$ cat src/rtl/mode_pkg.sv
// Shared definitions for the mode-select path: scale codes, blinker states and
// the scale-code to pulse-count mapping.
package mode_pkg;

  localparam logic [2:0] SCL_SLOW   = 3'b000;
  localparam logic [2:0] SCL_MED_LO = 3'b011;
  localparam logic [2:0] SCL_MED    = 3'b101;
  localparam logic [2:0] SCL_FAST   = 3'b111;

  typedef enum logic [2:0] {
    LATCH,
    ON,
    OFF,
    GAP,
    RESTART,
    ERR
  } blink_state_t;

  // Zero marks a code the button front-end should never produce.
  function automatic logic [2:0] scale_to_pulses(input logic [2:0] code);
    case (code)
      SCL_SLOW:   return 3'd1;
      SCL_MED_LO: return 3'd2;
      SCL_MED:    return 3'd3;
      SCL_FAST:   return 3'd4;
      default:    return 3'd0;
    endcase
  endfunction

endpackage

$ cat src/rtl/cyc_timer.sv
// Free-running cycle counter with synchronous clear; flags the last cycle of a
// window of tc cycles. It never wraps on its own, the owner clears it.
module cyc_timer #(
  parameter int WIDTH = 26
) (
  input  logic             clk,
  input  logic             rst_n,
  input  logic             clear,
  input  logic [WIDTH-1:0] tc,
  output logic             expire
);

  localparam logic [WIDTH-1:0] ONE = WIDTH'(1);

  logic [WIDTH-1:0] count;

  always_ff @(posedge clk or negedge rst_n) begin
    if (!rst_n) begin
      count <= '0;
    end else if (clear) begin
      count <= '0;
    end else begin
      count <= count + ONE;
    end
  end

  assign expire = (count == tc - ONE);

endmodule

$ cat src/rtl/mode_led_blinker.sv
// Turns the current mode scale code into an LED pattern: N pulses, a long gap,
// repeat. Unknown codes light the LED steadily until a valid code returns.
module mode_led_blinker
  import mode_pkg::*;
#(
  parameter int HALF_PERIOD = 25_000_000,
  parameter int GAP_CYC     = 50_000_000
) (
  input  logic       clk,
  input  logic       rst_n,
  input  logic [2:0] scale,
  output logic       led,
  output logic       burst_done
);

  localparam int TMAX = (HALF_PERIOD > GAP_CYC) ? HALF_PERIOD : GAP_CYC;
  localparam int TW   = $clog2(TMAX);
  localparam logic [TW-1:0] TC_HALF = TW'(HALF_PERIOD);
  localparam logic [TW-1:0] TC_GAP  = TW'(GAP_CYC);

  blink_state_t state;
  blink_state_t next_state;

  logic [2:0]    cur_scale;
  logic [2:0]    target;
  logic [2:0]    pulse_cnt;
  logic          expire;
  logic          timer_clear;
  logic [TW-1:0] timer_tc;
  logic          scale_valid;
  logic          scale_changed;
  logic          led_d;
  logic          done_d;

  assign scale_valid   = (scale_to_pulses(scale) != 3'd0);
  assign scale_changed = (scale != cur_scale);

  // Every state change restarts the window; ERR holds the timer idle.
  assign timer_clear = (next_state != state) || (state == ERR);
  assign timer_tc    = (state == GAP) ? TC_GAP : TC_HALF;

  cyc_timer #(
    .WIDTH (TW)
  ) u_timer (
    .clk    (clk),
    .rst_n  (rst_n),
    .clear  (timer_clear),
    .tc     (timer_tc),
    .expire (expire)
  );

  always_ff @(posedge clk or negedge rst_n) begin
    if (!rst_n) begin
      state <= LATCH;
    end else begin
      state <= next_state;
    end
  end

  // A scale change outranks a timer expiry in the same cycle.
  always_comb begin
    next_state = state;
    case (state)
      LATCH: begin
        next_state = scale_valid ? ON : ERR;
      end
      ON: begin
        if (scale_changed) begin
          next_state = RESTART;
        end else if (expire) begin
          next_state = OFF;
        end
      end
      OFF: begin
        if (scale_changed) begin
          next_state = RESTART;
        end else if (expire) begin
          next_state = (pulse_cnt == target) ? GAP : ON;
        end
      end
      GAP: begin
        if (scale_changed) begin
          next_state = RESTART;
        end else if (expire) begin
          next_state = LATCH;
        end
      end
      RESTART: begin
        if (expire) begin
          next_state = LATCH;
        end
      end
      ERR: begin
        if (scale_valid) begin
          next_state = RESTART;
        end
      end
      default: begin
        next_state = LATCH;
      end
    endcase
  end

  // Outputs are decoded from next_state so the flops line up with the state register.
  always_comb begin
    led_d  = (next_state == ON) || (next_state == ERR);
    done_d = (state == GAP) && (next_state == LATCH);
  end

  always_ff @(posedge clk or negedge rst_n) begin
    if (!rst_n) begin
      led        <= 1'b0;
      burst_done <= 1'b0;
    end else begin
      led        <= led_d;
      burst_done <= done_d;
    end
  end

  always_ff @(posedge clk or negedge rst_n) begin
    if (!rst_n) begin
      cur_scale <= SCL_MED;
      target    <= 3'd0;
      pulse_cnt <= 3'd0;
    end else if (state == LATCH) begin
      cur_scale <= scale;
      target    <= scale_to_pulses(scale);
      pulse_cnt <= 3'd0;
    end else if ((state == ON) && (next_state == OFF)) begin
      pulse_cnt <= pulse_cnt + 3'd1;
    end
  end

endmodule

$ cat config.mk
export PLATFORM = sky130hd
export DESIGN_NAME = mode_led_blinker
export DESIGN_NICKNAME = d
export VERILOG_FILES = /design/src/rtl/mode_pkg.sv /design/src/rtl/cyc_timer.sv /design/src/rtl/mode_led_blinker.sv
export SDC_FILE = /design/constraint.sdc
export NUM_CORES = 1
export LEC_CHECK = 0
export CAP_MARGIN = 0
export CORE_ASPECT_RATIO = 1.1
export CORE_UTILIZATION = 45
export DETAILED_ROUTE_END_ITERATION = 7
export GPL_ROUTABILITY_DRIVEN = 0
export PLACE_DENSITY = 0.75
export SLEW_MARGIN = 5
export SYNTH_ARGS = -nofsm -noshare
export SYNTH_HDL_FRONTEND = slang
export SYNTH_SLANG_ARGS = --single-unit
$ cat constraint.sdc
create_clock -name clk -period 1.9 [get_ports clk]
set_input_delay 0.38 -clock clk [delete_from_list [all_inputs] [get_ports clk]]
set_output_delay 0.38 -clock clk [all_outputs]
set_load 0.05 [all_outputs]
==> flow_summary_export.csv, run 1 <==
group,metric,value,unit
layout,nFillCells,415,
critical_path,r2r_slack,-0.14,ns
grt,grt-ovfl-total,0,
grt,grt_antenna_before_repair,0,
layout,multi_input_area,0.00138,mm^2
detailed_routing,num_vias,1827,
critical_path,worst_setup_path_end_kind,"register",
critical_path,crit_family,"simple AND/OR/NAND/NOR gates",
synth,syn-cell-area,0.00236,mm^2
clock_tree,clk_path_buf_depth,2,
pwr,p_clk_frac,0.177,
clock_tree,cts_buffers,5,
clock_tree,clk_pin_slew,0.08,ns
sta,layout_setup_ws,-0.143,ns
pwr,total_power,3.22,mW
critical_path,reg2reg_from,"u_timer.count[17]$_DFF_PN0_",
sta,fmax,0.490,GHz
die,ios,7,
layout,drive_above_1_share,0.359,
critical_path,path_buf_inv,1,
pwr,p_int,1.98,mW
sta,tightest_slew,0.501,ns
synth,yosysMostFrequentCell,"dfrtp_1",
grt,grt_max_degree,41,
sta,period_minus_slack,2.04,ns
critical_path,r2r-end,"u_timer.count[15]$_DFF_PN0_",
die,die_h,78.0,um
synth,synth_edf_count,0,
detailed_routing,viasPerCell,5.47,
pwr,ir_drop,0.569,mV
synth,seq_area_frac_synth,0.425,
pwr,p_seq_frac,0.330,
critical_path,slowest_delay,0.53,ns
die,initial_core_util,0.469,
clock_tree,cts_num_sinks,40,
sta,final_max_slew_viol_count,0,
die,die_area,0.00554,mm^2
flow_run,drv_cap,0,
synth,yosys-top-cells-count,"dfrtp_1 (38), nand2_1 (26), xor2_1 (19), nor2_1 (15), nor3_2 (15)",
synth,async_flop_share,1.00,
layout,final_nets,282,
critical_path,crit_chain,"or4b_4 -> nor3b_4 -> a21oi_4 -> o21bai_1 -> a21bo_4 -> clkbuf_16 -> nor3_2",
die,num_rows,27,
clock_tree,tritoncts,"done",
pwr,power.density,1060,mW/mm^2
synth,ys_top_cells_by_area,"dfrtp_1 (40%), xor2_1 (7.0%), nor3_2 (6.4%)",
sta,hold_viol,0,
die,core,0.00503,mm^2
synth,synth_top_area_frac,0.403,
placed_design,dp_hpwl,3200,um
placed_design,port_buffers,6,
status,violations,"setup timing",
die,chipWidth,71.1,um
synth,syn_nets,237,
pwr,swShare,0.385,
layout,area_growth,28.2,%
critical_path,r2r_cells,7,
synth,synth_seq_cells,40,
grt,grt_pass1_vias,1737,
detailed_routing,drt-wirelength-per-cell,15.1,um
sta,relSlewSlack,0.666,
detailed_routing,ant_nets,0,
grt,grtUsageTotal,0.179,
sta,rsz0062_at_grt,"yes",
clock_tree,clockRootBuffer,"clkbuf_8",
sta,min_period_over_period,1.08,
sta,skew,0.00920,ns
pwr,comb_power_share,0.493,
placed_design,post-place-ws,-0.460,ns
pwr,switchingPower,1.24,mW
layout,ff_latch_area,0.00100,mm^2
layout,diodes,0,
synth,syn_area_per_cell,10.3,um^2
clock_tree,cts-htree-levels,2,
detailed_routing,drcViolationCount,0,
grt,grt_first_pass_wirelength,7650,um
critical_path,slowest_stage,"or4b_4",
critical_path,critPathMaxFanout,7,
clock_tree,clk_latency,0.31,ns
synth,synth_cell_types,55,
synth,synth_ff_type,"dfrtp_1",
critical_path,cp_data_arrival_time,2.24,ns
status,status,"finished, violations left",
sta,timing.hold.ws,0.122,ns
detailed_routing,dr.pass1.iters,6,
synth,synthCells,230,
synth,synth_warnings,0,
critical_path,critical_path_class,"register to register",
sta,setup_viol,32,
detailed_routing,wirelength,5030,um
worst_hold_path,hp-class,"input pin to async pin",
critical_path,crit_required,2.10,ns
critical_path,crit_path_start_kind,"register",
pwr,p_leak,1.35,nW
detailed_routing,drt_first_iter_violations,52,
synth,yosysTopAreaCell,"dfrtp_1",
## timing repair
| action | 4_1_cts | 5_1_grt |
|---|---|---|
| pin swaps | 4 | 7 |
| endpoints found under the setup margin | 31 | 32 |
| hold buffers | 0 | 0 |
| cloned | 0 | 4 |
| setup buffers | 0 | 6 |
| resized for setup | 0 | 27 |
## layer usage
metal,track usage,wire length [um],share of wire
met1,0.207,2230,0.44
met2,0.310,2560,0.51
met3,0.0455,150,0.030
met4,0.0800,97,0.019
met5,0,0,0
## worst register-to-register path, cell delays in order, from the launching register on
cell	delay [ns]
dfrtp_1	0.40
or4b_4	0.53
nor3b_4	0.24
a21oi_4	0.12
o21bai_1	0.20
a21bo_4	0.22
clkbuf_16	0.18
nor3_2	0.05
## worst max path at each step
stage / cells past startpoint / start / end
after floorplan: 8 / u_timer.count[15]$_DFF_PN0_ / u_timer.count[11]$_DFF_PN0_
after global placement: 8 / scale[2] / u_timer.count[21]$_DFF_PN0_
after detailed placement: 8 / scale[0] / u_timer.count[3]$_DFF_PN0_
after CTS: 7 / u_timer.count[17]$_DFF_PN0_ / u_timer.count[6]$_DFF_PN0_
after global routing: 7 / u_timer.count[17]$_DFF_PN0_ / u_timer.count[15]$_DFF_PN0_
final: 7 / u_timer.count[17]$_DFF_PN0_ / u_timer.count[15]$_DFF_PN0_
## layout make-up
| type | instances | area share |
|---|---|---|
| inverter | 3 | 0.00496 |
| tap | 58 | 0.0240 |
| timing repair buffer | 49 | 0.155 |
| sequential | 40 | 0.332 |
| clock buffer | 5 | 0.0227 |
| clock inverter | 3 | 0.00620 |
| multi-input combinational | 176 | 0.456 |
## placed cells by master, fill, tap and decap left out, types with 2 or more instances in the layout
cell	Yosys	routed
nor3_1	6	2
clkinv_2	0	2
o21ai_0	3	3
inv_1	3	2
nand2_1	26	26
nand3_1	12	12
buf_4	3	36
ha_1	2	2
nor2_1	15	11
and4_1	3	3
nand2b_1	2	2
nor2_2	1	4
nor2b_1	2	2
clkbuf_16	0	3
dfrtp_1	38	38
or3_1	2	2
nor3_4	1	2
clkbuf_8	0	5
a21oi_1	4	4
buf_12	0	2
xnor2_1	11	11
xor2_1	19	19
xnor2_2	3	3
dlymetal6s2s_1	0	2
buf_6	3	2
and3_1	4	4
nor4_2	0	2
nand4_1	10	10
clkdlybuf4s50_1	0	3
dfstp_2	2	2
nor3_2	15	18
a211oi_2	0	2
nor4_1	5	3
mux2i_1	2	2
## power by group through the flow
stage	clock network, mW	logic, mW	registers (mW)
after CTS	0.570	1.18	1.06
after global placement	0	1.15	1.07
final	0.570	1.59	1.06
after floorplan	0	0.848	1.11
after detailed placement	0	1.17	1.08
after global routing	0.620	1.71	1.07
## stage by stage
stage          instance area (um^2)  setup TNS [ns]  std cells  utilization
3_5_place_dp                   2680          -10.13        316        0.533
5_1_grt                        3030           -6.34        334        0.601
2_1_floorplan                  2370          -0.137        230            -
3_3_place_gp                   2680           -8.23        316        0.533
4_1_cts                        2770           -2.53        324        0.550
6_report                       3030           -3.74        334        0.601
## kinds of logic (layout without fill, tap and decap cells)
kind of cell	after synthesis	in the layout	synth area share
compound gates	22	22	0.0694
buf+inv	14	60	0.0382
fa+ha+maj	2	2	0.0106
xor+xnor	33	33	0.132
mux	2	2	0.00848
simple gates	117	117	0.316
flops	40	40	0.425
## state kept, by name, indices dropped and copies added, names as in the netlist
signal / count
pulse_cnt: 3
u_timer.count: 26
burst_done: 1
state: 3
cur_scale: 3
led: 1
target: 3
Note: power is estimated with default switching activity, not from simulation.
==> inputs of run 2 (changes only) <==
--- a/config.mk
+++ b/config.mk
@@ -7,10 +7,10 @@
 export LEC_CHECK = 0
 export CAP_MARGIN = 0
 export CORE_ASPECT_RATIO = 1.1
-export CORE_UTILIZATION = 45
+export CORE_UTILIZATION = 55
 export DETAILED_ROUTE_END_ITERATION = 7
 export GPL_ROUTABILITY_DRIVEN = 0
-export PLACE_DENSITY = 0.75
+export PLACE_DENSITY = 0.86
 export SLEW_MARGIN = 5
 export SYNTH_ARGS = -nofsm -noshare
 export SYNTH_HDL_FRONTEND = slang
==> run 2 against run 1 <==
Effect of this change: the flow still finishes with violations (setup timing); critical path type unchanged; critical endpoint is now u_timer.count[6]$_DFF_PN0_; highest routed layer unchanged; sequential cell count did not move; power shrank 9.2%; hold slack lost 0.11 ns; sequential power about the same.
==> flow_summary_export.csv, run 2 (synthesis gave the netlist of run 1 again) <==
group,metric,value,unit
status,status,"finished, violations left",
status,violations,"setup timing",
critical_path,worst_setup_path_end_kind,"register",
sta,layout_setup_ws,-0.161,ns
critical_path,crit_required,2.08,ns
critical_path,cp-startpoint,"u_timer.count[15]$_DFF_PN0_",
detailed_routing,dr.pass1.iters,4,
layout,diodes,0,
critical_path,slowest_delay,0.55,ns
placed_design,port_buffers,6,
sta,min_period_over_period,1.08,
layout,final_nets,280,
detailed_routing,viasPerCell,5.71,
die,core,0.00402,mm^2
sta,fmax,0.485,GHz
sta,relSlewSlack,0.665,
critical_path,crit_chain,"or4b_4 -> nor3b_4 -> a21oi_4 -> a211oi_2 -> o21bai_4 -> buf_12 -> nor3_1",
clock_tree,ctsHoldBuffers,0,
die,ios,7,
detailed_routing,drt-wirelength-per-cell,15.8,um
grt,grt_pass1_vias,1902,
clock_tree,cts_buffers,5,
clock_tree,cts_num_sinks,40,
die,initial_core_util,0.587,
critical_path,critical_path_class,"register to register",
grt,grt_antenna_before_repair,0,
critical_path,reg2reg_from,"u_timer.count[15]$_DFF_PN0_",
sta,final_max_slew_viol_count,0,
grt,grtUsageTotal,0.249,
grt,grt_max_degree,27,
sta,hold_viol,0,
layout,layout_common_cells,"dfrtp_1 (38), buf_4 (35), nand2_1 (26)",
sta,rsz0062_at_grt,"yes",
clock_tree,clk_pin_slew,0.08,ns
layout,area_growth,24.2,%
sta,period_minus_slack,2.06,ns
critical_path,crit_family,"simple AND/OR/NAND/NOR gates",
clock_tree,clk_path_buf_depth,2,
critical_path,crit_path_start_kind,"register",
placed_design,dp_cells,314,
layout,largest_reg_flops,26,
die,die_h,70.7,um
clock_tree,tritoncts,"done",
clock_tree,clockRootBuffer,"clkbuf_8",
die,chipWidth,64.5,um
worst_hold_path,hp-class,"input pin to async pin",
pwr,total_power,2.92,mW
detailed_routing,num_vias,1855,
detailed_routing,drt_first_iter_violations,190,
detailed_routing,drcViolationCount,0,
critical_path,slowest_stage,"or4b_4",
critical_path,r2r-end,"u_timer.count[6]$_DFF_PN0_",
detailed_routing,ant_nets,0,
flow_run,drv_cap,0,
pwr,ir_drop,0.833,mV
sta,setup_viol,30,
layout,drive_above_1_share,0.315,
clock_tree,clk_latency,0.30,ns
die,die_area,0.00456,mm^2
critical_path,r2r_cells,7,
layout,fin_cells,325,
clock_tree,cts-htree-levels,2,
grt,grt_first_pass_wirelength,8630,um
critical_path,r2r_slack,-0.16,ns
grt,grt-ovfl-total,0,
pwr,p_leak,1.31,nW
sta,skew,0.00956,ns
critical_path,cp_data_arrival_time,2.24,ns
critical_path,path_buf_inv,1,
sta,tightest_slew,0.501,ns
layout,max_flop_register,"u_timer.count",
critical_path,critPathMaxFanout,12,
layout,final_common_cell,"dfrtp_1",
placed_design,dp_hpwl,3550,um
die,num_rows,24,
detailed_routing,wirelength,5130,um
pwr,power.density,998,mW/mm^2
run 2: power breakdown:
part | internal [mW] | switching (mW) | leakage, nW | total [mW]
Combinational | 0.519 | 0.724 | 0.724 | 1.24
Sequential | 0.977 | 0.0847 | 0.539 | 1.06
Clock | 0.324 | 0.295 | 0.0503 | 0.619
run 2: layer usage:
metal | wire length [um] | vias to the layer above | share of wire | track usage
li1 | - | 902 | - | -
met1 | 2130 | 904 | 0.42 | 0.294
met2 | 2760 | 38 | 0.54 | 0.434
met3 | 106 | 11 | 0.021 | 0.0435
met4 | 128 | 0 | 0.025 | 0.119
met5 | 0 | - | 0 | 0
run 2: worst max-delay path by stage:
stage / endpoint / slack (ns) / cells past startpoint
global route: u_timer.count[25]$_DFF_PN0_ / -0.24 / 7
detailed placement: u_timer.count[6]$_DFF_PN0_ / -0.46 / 8
finish: u_timer.count[6]$_DFF_PN0_ / -0.16 / 7
floorplan: u_timer.count[11]$_DFF_PN0_ / -0.01 / 8
CTS: u_timer.count[6]$_DFF_PN0_ / -0.13 / 7
global placement: u_timer.count[21]$_DFF_PN0_ / -0.33 / 8
run 2: repair_timing:
action / in CTS / in global routing
setup buffers: 0 / 4
setup endpoints to repair: 32 / 32
resized for setup: 3 / 14
gates cloned: 0 / 0
pin swaps: 1 / 7
run 2: final cells by class:
cell class                      instances  area, um^2
Clock buffer                            7        96.3
Tap cell                               52        65.1
Timing Repair Buffer                   47         420
Inverter                                3        15.0
Fill cell                             269        1090
Multi-Input combinational cell        176        1330
Sequential cell                        40        1000
run 2: metrics by stage:
stage               setup TNS, ns  area, um^2  worst slack [ns]  utilization  hold WS, ns
global placement            -8.07        2730            -0.327        0.678        0.331
floorplan                  -0.137        2370           -0.0113            -       0.0844
global route                -5.91        2930            -0.238        0.729       0.0266
detailed placement         -11.45        2730            -0.462        0.678        0.333
CTS                         -2.99        2830            -0.128        0.704       0.0194
finish                      -3.59        2930            -0.161        0.729      0.00853
run 2: worst reg2reg max path, stage by stage (launching register included):
cell and delay [ns]:
dfrtp_1 0.39, or4b_4 0.55, nor3b_4 0.23, a21oi_4 0.13
a211oi_2 0.20, o21bai_4 0.20, buf_12 0.18, nor3_1 0.07
==> inputs of run 3 (changes only) <==
--- a/config.mk
+++ b/config.mk
@@ -7,10 +7,10 @@
 export LEC_CHECK = 0
 export CAP_MARGIN = 0
 export CORE_ASPECT_RATIO = 1.1
-export CORE_UTILIZATION = 55
+export CORE_UTILIZATION = 66
 export DETAILED_ROUTE_END_ITERATION = 7
 export GPL_ROUTABILITY_DRIVEN = 0
-export PLACE_DENSITY = 0.86
+export PLACE_DENSITY = 0.95
 export SLEW_MARGIN = 5
 export SYNTH_ARGS = -nofsm -noshare
 export SYNTH_HDL_FRONTEND = slang
==> constraint.sdc (replaced) <==
create_clock -name clk -period 2.65 [get_ports clk]
set_input_delay 0.53 -clock clk [delete_from_list [all_inputs] [get_ports clk]]
set_output_delay 0.53 -clock clk [all_outputs]
set_load 0.05 [all_outputs]
==> run 3 against run 2 <==
Effect of this change: the flow now finishes without violations; count of clock-buffer cells in the layout fell by 2; fmax fell by 12%; worst setup slack improved by 0.48 ns; combinational power fell by 43%; power fell by 38%; clock skew rose by 0.0024 ns; first-iteration DRC count fell by 56%; cell count fell by 11%; routed wire length fell by 15%; non-clock buffer count fell by 33; global-route usage rose by 2.2 points.
==> flow_summary_export.csv, run 3 (synthesis gave the netlist of run 1 again) <==
group,metric,value,unit
status,status,"completed",
detailed_routing,num_vias,1724,
detailed_routing,dr.pass1.iters,4,
layout,final_nets,247,
layout,drive_above_1_share,0.195,
layout,largest_reg_flops,26,
die,ios,7,
worst_hold_path,hp-class,"input pin to async pin",
clock_tree,cts_num_sinks,40,
grt,grt_pass1_vias,1803,
grt,grt-ovfl-total,0,
sta,skew,0.0120,ns
critical_path,critPathMaxFanout,21,
pwr,ir_drop,0.768,mV
sta,final_max_slew_viol_count,0,
layout,final_common_cell,"dfrtp_1",
clock_tree,post_cts.repair.setup_buffers,0,
sta,period_minus_slack,2.34,ns
grt,grt_antenna_before_repair,0,
layout,final_util,0.746,
clock_tree,clockRootBuffer,"clkbuf_4",
grt,grt_max_degree,41,
critical_path,crit_required,2.84,ns
critical_path,critical_path_class,"register to register",
clock_tree,clk_pin_slew,0.11,ns
detailed_routing,drt-wirelength-per-cell,15.2,um
clock_tree,clk_latency,0.36,ns
die,chipWidth,59.0,um
detailed_routing,wirelength,4380,um
critical_path,cp_data_arrival_time,2.53,ns
pwr,power.density,714,mW/mm^2
layout,max_flop_register,"u_timer.count",
critical_path,crit_path_start_kind,"register",
clock_tree,ctsHoldBuffers,0,
layout,area_growth,7.00,%
sta,relSlewSlack,0.228,
flow_run,drv_cap,0,
detailed_routing,drcViolationCount,0,
detailed_routing,ant_nets,0,
layout,layout_common_cells,"dfrtp_1 (38), nand2_1 (26), xor2_1 (19)",
detailed_routing,viasPerCell,5.97,
critical_path,slowest_delay,0.55,ns
sta,tightest_slew,1.16,ns
critical_path,worst_setup_path_end_kind,"register",
placed_design,dp_hpwl,3110,um
clock_tree,cts-htree-levels,2,
sta,rsz0062_at_grt,"no",
grt,grtUsageTotal,0.270,
die,core,0.00339,mm^2
die,die_h,64.7,um
die,num_rows,22,
clock_tree,tritoncts,"done",
detailed_routing,drt_first_iter_violations,84,
critical_path,slowest_stage,"or4b_1",
sta,tns,0,ns
sta,hold_viol,0,
critical_path,crit_chain,"or4b_1 -> nor3b_2 -> a21oi_2 -> a211oi_1 -> o21bai_2 -> nor3_1",
layout,fin_area,0.00253,mm^2
die,die_area,0.00382,mm^2
layout,diodes,0,
clock_tree,post_cts_resized,0,
clock_tree,clk_path_buf_depth,2,
die,initial_core_util,0.697,
grt,grt_first_pass_wirelength,7690,um
placed_design,dpl_cell_area,0.00247,mm^2
sta,min_period_over_period,0.881,
sta,fmax,0.428,GHz
sta,setup_viol,0,
placed_design,port_buffers,6,
clock_tree,cts_buffers,5,
pwr,p_leak,1.10,nW
run 3: changes by cell type in the layout (fill, tap and decap cells not counted), sizes merged:
cell and delta:
clkinvlp -1, clkinv +3, clkdlybuf4s50 +3, buf -33, clkbuf -2, dlymetal6s2s -1, dlygate4sd2 -2, inv +1
run 3: worst paths after layout:
kind                                                     to  cells past startpoint  slack, ns                         from
worst max-delay path             u_timer.count[6]$_DFF_PN0_                      6       0.31  u_timer.count[17]$_DFF_PN0_
worst min-delay path            u_timer.count[16]$_DFF_PN0_                      1       0.27                        rst_n
max in group asynchronous          pulse_cnt[0]$_DFFE_PN0P_                      1       1.82                        rst_n
worst max register to register   u_timer.count[6]$_DFF_PN0_                      6       0.31  u_timer.count[17]$_DFF_PN0_
min in group clk                   cur_scale[2]$_DFFE_PN1P_                      2       0.49     cur_scale[2]$_DFFE_PN1P_
worst min register to register     cur_scale[2]$_DFFE_PN1P_                      2       0.49     cur_scale[2]$_DFFE_PN1P_
run 3: layer usage:
| metal | part of all wire | GRT usage | vias to the layer above |
|---|---|---|---|
| li1 | - | - | 831 |
| met1 | 0.43 | 0.325 | 839 |
| met2 | 0.51 | 0.442 | 37 |
| met3 | 0.033 | 0.0659 | 17 |
| met4 | 0.032 | 0.143 | 0 |
| met5 | 0 | 0 | - |
run 3: final cells by class:
type	count	area, um^2
Clock inverter	3	18.8
Multi-Input combinational cell	176	1270
Fill cell	247	860
Clock buffer	5	37.5
Tap cell	48	60.1
Inverter	3	11.3
Timing Repair Buffer	14	128
Sequential cell	40	1000
run 3: where the power goes:
part           internal (mW)  leakage [nW]  switching [mW]  total [mW]
Combinational          0.258         0.526           0.444       0.702
Sequential             0.700         0.539          0.0953       0.795
Clock                  0.102        0.0349           0.203       0.305
Total                   1.06          1.10           0.742        1.80
run 3: through the flow:
step                cells  setup slack, ns  hold WS (ns)  power, mW
finish                289            0.315         0.275       1.80
floorplan             230            0.601         0.234       1.39
CTS                   289            0.297         0.299       1.81
global placement      281            0.240         0.470       1.47
global route          289            0.158         0.329       1.92
detailed placement    281           0.0907         0.474       1.50
run 3: worst max-delay path: cells and delay by family, from the launching register on:
kind             cells  cell delay, ns
flip-flops           1            0.45
AO/OA/AOI/OAI        3            0.82
AND/OR/NAND/NOR      3            0.89
